## src/rtl/ifetch_queue.sv

```systemverilog
// Instruction fetch stage: PC + BHT-based next-PC prediction, with a
// small instruction queue decoupling fetch from issue via valid/ready.
module ifetch_queue #(
    parameter int          IQ_DEPTH_LOG = 2,
    parameter int          BHT_IDX_W    = 8,
    parameter int          CNT_W        = 2,
    parameter logic [31:0] RESET_PC     = 32'h0,
    parameter bit          PRED_JAL     = 1'b1
) (
    input  logic        clk,
    input  logic        rst,
    input  logic        rdy,
    output logic [31:0] pc_to_ic,
    output logic        ic_req,
    input  logic        inst_valid,
    input  logic [31:0] inst_from_ic,
    output logic        out_valid,
    input  logic        out_ready,
    output logic [31:0] out_inst,
    output logic [31:0] out_pc,
    output logic        out_pred,
    input  logic        jump_flag,
    input  logic [31:0] target_pc,
    input  logic        upd_valid,
    input  logic [31:0] upd_pc,
    input  logic        upd_taken
);

    localparam int DEPTH = 1 << IQ_DEPTH_LOG;
    localparam int BHT_N = 1 << BHT_IDX_W;
    localparam logic [IQ_DEPTH_LOG:0] FULL_CNT = DEPTH[IQ_DEPTH_LOG:0];
    localparam logic [CNT_W-1:0] CNT_MAX = '1;
    localparam logic [6:0] OP_BRANCH = 7'b1100011;
    localparam logic [6:0] OP_JAL    = 7'b1101111;

    logic [31:0] pc;
    logic [IQ_DEPTH_LOG-1:0] head;
    logic [IQ_DEPTH_LOG-1:0] tail;
    logic [IQ_DEPTH_LOG:0]   count;

    logic [31:0] q_inst [DEPTH];
    logic [31:0] q_pc   [DEPTH];
    logic        q_pred [DEPTH];

    logic [CNT_W-1:0] bht [BHT_N];

    logic full;
    logic push;
    logic pop;
    logic flush;

    logic [BHT_IDX_W-1:0] look_idx;
    logic [BHT_IDX_W-1:0] upd_idx;
    logic                 bht_taken;

    logic [6:0]  opcode;
    logic [31:0] b_imm;
    logic [31:0] j_imm;
    logic        is_branch;
    logic        is_jal;
    logic        pred;
    logic [31:0] next_pc;

    logic unused_upd_bits;

    assign full  = (count == FULL_CNT);
    assign flush = rdy && jump_flag;
    assign push  = rdy && inst_valid && !jump_flag && !full;
    assign pop   = out_valid && out_ready && !jump_flag;

    assign ic_req    = rdy && !full && !jump_flag;
    assign pc_to_ic  = pc;
    assign out_valid = rdy && (count != '0);
    assign out_inst  = q_inst[head];
    assign out_pc    = q_pc[head];
    assign out_pred  = q_pred[head];

    // Lookup reads the registered table, so a same-cycle update is not seen.
    assign look_idx  = pc[BHT_IDX_W+1:2];
    assign upd_idx   = upd_pc[BHT_IDX_W+1:2];
    assign bht_taken = bht[look_idx][CNT_W-1];

    assign unused_upd_bits = ^{upd_pc[31:BHT_IDX_W+2], upd_pc[1:0]};

    assign opcode    = inst_from_ic[6:0];
    assign is_branch = (opcode == OP_BRANCH);
    assign is_jal    = (opcode == OP_JAL);

    assign b_imm = {{19{inst_from_ic[31]}}, inst_from_ic[31],
                    inst_from_ic[7], inst_from_ic[30:25],
                    inst_from_ic[11:8], 1'b0};
    assign j_imm = {{11{inst_from_ic[31]}}, inst_from_ic[31],
                    inst_from_ic[19:12], inst_from_ic[20],
                    inst_from_ic[30:21], 1'b0};

    always_comb begin
        pred    = 1'b0;
        next_pc = pc + 32'd4;
        if (is_branch && bht_taken) begin
            pred    = 1'b1;
            next_pc = pc + b_imm;
        end else if (is_jal && PRED_JAL) begin
            pred    = 1'b1;
            next_pc = pc + j_imm;
        end
    end

    always_ff @(posedge clk or posedge rst) begin
        if (rst) begin
            pc    <= RESET_PC;
            head  <= '0;
            tail  <= '0;
            count <= '0;
        end else if (flush) begin
            pc    <= target_pc;
            head  <= '0;
            tail  <= '0;
            count <= '0;
        end else if (rdy) begin
            if (push) begin
                pc   <= next_pc;
                tail <= tail + 1'b1;
            end
            if (pop) begin
                head <= head + 1'b1;
            end
            unique case ({push, pop})
                2'b10:   count <= count + 1'b1;
                2'b01:   count <= count - 1'b1;
                default: count <= count;
            endcase
        end
    end

    always_ff @(posedge clk or posedge rst) begin
        if (rst) begin
            for (int i = 0; i < DEPTH; i++) begin
                q_inst[i] <= '0;
                q_pc[i]   <= '0;
                q_pred[i] <= 1'b0;
            end
        end else if (push) begin
            q_inst[tail] <= inst_from_ic;
            q_pc[tail]   <= pc;
            q_pred[tail] <= pred;
        end
    end

    // Saturating counter update, independent of flush.
    always_ff @(posedge clk or posedge rst) begin
        if (rst) begin
            for (int i = 0; i < BHT_N; i++) begin
                bht[i] <= '0;
            end
        end else if (rdy && upd_valid) begin
            if (upd_taken && bht[upd_idx] != CNT_MAX) begin
                bht[upd_idx] <= bht[upd_idx] + 1'b1;
            end else if (!upd_taken && bht[upd_idx] != '0) begin
                bht[upd_idx] <= bht[upd_idx] - 1'b1;
            end
        end
    end

endmodule

```

## config.mk

```make
export PLATFORM = sky130hd
export DESIGN_NAME = ifetch_queue
export DESIGN_NICKNAME = d
export VERILOG_FILES = /design/src/rtl/ifetch_queue.sv
export SDC_FILE = /design/constraint.sdc
export NUM_CORES = 2
export LEC_CHECK = 0
export ABC_AREA = 1
export CAP_MARGIN = 20
export CORE_MARGIN = 2
export CORE_UTILIZATION = 55
export CTS_BUF_LIST = sky130_fd_sc_hd__clkbuf_8 sky130_fd_sc_hd__clkbuf_16
export CTS_CLUSTER_DIAMETER = 80
export DETAILED_ROUTE_END_ITERATION = 7
export PLACE_DENSITY = 0.76
export SLEW_MARGIN = 30
export SYNTH_ARGS = -nofsm -noshare
export SYNTH_HDL_FRONTEND = slang
export SYNTH_SLANG_ARGS = --single-unit
```

## constraint.sdc

```tcl
create_clock -name clk -period 23.4 [get_ports clk]
set_clock_uncertainty 0.2 [all_clocks]
set_input_delay 2.34 -clock clk [delete_from_list [all_inputs] [get_ports clk]]
set_output_delay 2.34 -clock clk [all_outputs]
set_load 0.02 [all_outputs]
```

After elaboration in Yosys (flattened, before gate mapping)
Index checks and enable logic that the tools add are counted.
{ "word_totals": {"ff_bits": 811} }
{ "op_classes": {"addsub": 9, "magnitude_cmp": 6, "eq_ne": 6, "n_mux": 44, "bitwise": 4, "reduce_logical": 29} }
{ "ops": {"columns": ["op", "count"], "rows": [
  ["512-bit bitwise mux", 2],
  ["512-bit two-way mux", 2],
  ["32-bit two-way mux", 10],
  ["128-bit bitwise mux", 2],
  ["32-bit binary-select mux with 2-bit select", 2],
  ["32-bit adder", 2],
  ["32-bit demux with 2-bit select", 1],
  ["32-bit by 3-bit adder with 32-bit output (second input constant)", 1],
  ["2-bit binary-select mux with 8-bit select", 2],
  ["2-bit two-way mux", 11],
  ["9-bit >= comparator (second input constant)", 2],
  ["8-bit inverter with 9-bit output", 2],
  ["2-bit demux with 8-bit select", 1],
  ["1-bit logical AND", 15],
  ["7-bit equality test (second input constant)", 2],
  ["2-bit nonzero test", 5],
  ["9-bit by 1-bit less-than comparator with 1-bit output (second input constant)", 1],
  ["2-bit AND reduction", 4],
  ["2-bit by 1-bit adder with 2-bit output (second input constant)", 3],
  ["3-bit >= comparator (second input constant)", 2],
  ["3-bit two-way mux", 2],
  ["2-bit inverter with 3-bit output", 2],
  ["3-bit one-hot mux with 2 select lines", 1],
  ["3-bit nonzero test", 2],
  ["13 further kinds", 19]
]} }

Depth between registers and ports, before layout
{ "logic_depth": {"word_depth": 9, "ltp_mapped": 26} }

Worst setup path before layout
No wires, ideal clock.
{ "synth_path": {"path_type": "input to register", "startpoint": "input upd_pc[3]", "endpoint": "register bht[325] in the netlist's numbering", "setup_time_ns": 0.143, "arrival_ns": 5.596, "required_ns": 23.057, "slack_ns": 17.461, "stages": 22, "path_cell_list": "buf_4 > nand2_2 > buf_2 > buf_4 > buf_2 > buf_2 > o22ai_1 > o21ai_0 > nand4_1 > a22oi_1 > and3_1 > nand4_1 > ha_1 > nor2_1 > o21bai_1 > nand3_1 > inv_2 > buf_1 > clkbuf_1 > nand2_1 > nand2_1 > o31ai_1"} }
{ "synth_between": {"elab_chain_cells": 8} }
{ "synth_lines": {"columns": ["item", "line_no", "text"], "rows": [
  ["start: declaration", "25", "input logic [31:0] upd_pc,"],
  ["8-bit inverter with 9-bit output (not written as such) *", null, null],
  ["2-bit binary-select mux with 8-bit select (tied with other cells)", null, null],
  ["2-bit two-way mux (not written as such) / 1-bit logical AND (equally long branches)", null, null],
  ["2-bit two-way mux, on equally long branches", null, null],
  ["2-bit by 1-bit subtractor with 2-bit output (tied with other cells)", "159", "bht[upd_idx] <= bht[upd_idx] - 1'b1;"],
  ["512-bit bitwise mux (tied with other cells)", "159", null],
  ["512-bit two-way mux / 2-bit nonzero test (equally long branches)", null, null],
  ["512-bit two-way mux / 2-bit AND reduction (equally long branches)", null, null],
  ["end signal: indexed assignment", "157", "bht[upd_idx] <= bht[upd_idx] + 1'b1;"],
  ["end signal: indexed assignment", "159", null],
  ["end: declaration", "45", "logic [CNT_W-1:0] bht [BHT_N];"]
]} }
Mark *: on every way between the ends. The rest lies on a longest branch, timed or not. The select of a mux whose other input is x is not followed.
A chain may end at the register's enable or synchronous reset.

==> out/results.ini <==
[outcome]
outcome=finished clean

[finish]
syn_to_final_growth_pct=11.6
drive_gt1_frac=0.0466
final_net_count=6545
multi_input_area_um2=21100
nFillCells=7300
regArea_um2=20300

[sta]
hold_viol=0
relSlewSlack=0.249
setup-tns-final_ps=0
max_freq_mhz=102
report.final.slew_viol_count=0
min_period_ps=9850
worst_pin_slew_ps=1120
min_period_over_period=0.421
rsz0062_at_grt=false
setup_violations=0

[setup_path]
crit_arrival_ps=10230
cp-end-kind=flop
critPathTopFamily=buffers and inverters
criticalPathCategory=input pin to flop
slowest_delay_ps=900
critPathSlowestCell=buf_4
worstSetupStartpoint=upd_pc[3]
path_max_fanout=136
worstPathCellList=clkdlybuf4s50_1 -> nor2_4 -> inv_4 -> buf_4 -> buf_4 -> o22ai_1 -> o21ai_1 -> nand4_1 -> a22oi_1 -> nand3_1 -> nand3b_4 -> buf_12 -> buf_12 -> ha_1 -> o21bai_1 -> nand3_1 -> inv_8 -> buf_4 -> nand2_1 -> inv_1 -> nand2_1 -> nand2_1
crit_path_start_kind=input pin
crit_buf_inv=9
required_ps=23780

[global_routing]
grt_overflow=0
first_global_vias=43000
grt.total_usage=0.377
grt_start_max_net_pins=175
grt_pass1_wl_mm=250
antenna_found_initial=6

[synth]
synth_cell_types=51
ys_ff_latch=811
synth-async-reset-ratio=1.00
synthCells=6421
synth_nets=6578
synth_edf_count=0
syn_avg_cell_area_um2=7.11
synth_ff_type=dfrtp_1
synth.cell_area_um2=45700
yosysWarningCount=0
yosysSeqAreaShare=0.444

[clocking]
cts_resized=0
htreeDepth=3
clk_latency_ps=670
cts_hold_buffers=0
cts_setup_buffers=0
clkTransAtPathRegs_ps=60
clockBufferDepth=3
clkSinkCount=811
cts-buffers-inserted=89
cts_root_buf=clkbuf_16
cts_tree=done

[job]
drv_cap=0

[pwr]
fin_total_pwr_mw=5.19
power_density_nw_per_um2=102
vdd_drop_max_v=0.0000763
p_leak_nw=25.7

[detailed_routing]
drt-vias-per-instance=6.10
dr.pass1.iters=7
wl_mm=163
detail_route.wl_per_cell_um=21.7
drt_iter0_drc=5991
drc=0
num_vias=45900
postRouteAntennaNets=0

[floorplan]
ios=203
chipWidth_um=292
core_um2=82100
initial_core_util=0.556
die-area_um2=85400
die_h_um=292
rows=105

[min_path]
min_path_type=flop to flop

[placed_design]
port_buffers=178
gp_congestion=0.986
hpwlAfterDp_mm=98.2

==> layer usage <==
layer	vias to the layer above	track usage	routed length [um]
li1	20800	-	-
met3	624	0.104	21900
met4	8	0.199	10200
met2	2972	0.564	69500
met1	21500	0.501	61500
met5	-	0	51
==> cells in the final DEF, fill, tap and decap left out, types with 5 or more instances in the layout <==
master	instances
a21oi_1	137
nand3_1	459
o21bai_1	5
clkinv_1	30
nor2_2	13
nand4_1	42
a21o_1	7
nor4_1	5
buf_6	5
nor3_1	28
ha_1	50
o22ai_1	309
clkinv_2	20
o221ai_1	5
inv_2	12
a22oi_1	14
buf_4	82
o31ai_1	13
clkbuf_8	19
o211ai_1	29
nor2_4	8
dfrtp_1	807
bufinv_16	5
clkbuf_16	91
buf_12	5
nor2_1	579
xor2_1	46
nand2_4	6
nand2_1	1839
clkinvlp_4	5
xnor2_1	14
clkdlybuf4s50_1	177
inv_1	654
o21ai_1	35
o21ai_0	853
==> power breakdown <==
group | internal, mW | switching (mW) | leakage, nW
Sequential | 1.62 | 0.172 | 9.85
Combinational | 0.640 | 1.33 | 14.3
Clock | 0.824 | 0.608 | 1.54
Total | 3.08 | 2.11 | 25.7
==> layout make-up <==
class                   instances  area share
diodes                          4    0.000196
clock buffers                 110      0.0498
clock inverters                52     0.00839
inverters                     685      0.0509
multi-input cells            4528       0.415
flip-flops and latches        811       0.398
well taps                    1070      0.0263
repair buffers                273      0.0516
==> cell usage after synthesis (all sizes together), types with 3 or more instances <==
cell    instances  area [um^2]
xor2           47          412
nor2          600         2290
clkinv         32          121
xnor2          14          123
a22oi          14          105
o21bai          5         37.5
inv           653         2450
a31oi           3         18.8
a21o            7         52.6
o211ai         29          218
o21ai         888         4440
clkbuf        257          965
fa              3         60.1
and2            3         18.8
nand2        1846         6930
mux2            3         33.8
dfrtp         811        20300
o221ai          5         43.8
nand4          42          263
o22ai         309         1930
nor3           28          140
o31ai          13         97.6
nand3         460         2310
buf           140          828
ha             50          626
nor4            7         43.8
a21oi         137          686
==> cell families after synthesis <==
group | after synthesis | share of synthesized area
fa+ha+maj | 53 | 0.0150
xor+xnor | 61 | 0.0117
simple gates | 2990 | 0.264
mux | 3 | 0.000739
buf+inv | 1082 | 0.0956
flops | 811 | 0.444
compound gates | 1421 | 0.169
==> path summary, 6_finish.rpt <==
kind,end,slack (ps),depth (start not counted)
hold reg to reg,flop,280,2
setup / recovery,flop,13550,22
max in group asynchronous,asynchronous set/reset pin,17760,7
hold / removal,flop,280,2
setup reg to reg,flop,17820,20
min in group asynchronous,q_inst[76]$_DFFE_PP0P_,1760,2
==> tightest hold or removal path, cell delays in order, from the launching register on <==
cell,delay [ps]
dfrtp_1,340
nand2_1,50
nand2_1,50
==> per-stage QoR <==
stage | area [um^2] | worst slack [ps] | hold slack (ps) | cells | util
3_5_place_dp | 47900 | 13260 | 266 | 7363 | 0.583
5_1_grt | 51000 | 13390 | 291 | 7529 | 0.621
2_1_floorplan | 45700 | 9730 | 248 | 6421 | -
4_1_cts | 50900 | 13950 | 282 | 7525 | 0.619
3_3_place_gp | 47800 | 12800 | 260 | 7361 | 0.583
6_report | 51000 | 13550 | 277 | 7533 | 0.621
Power figures use the tool's default switching activity.
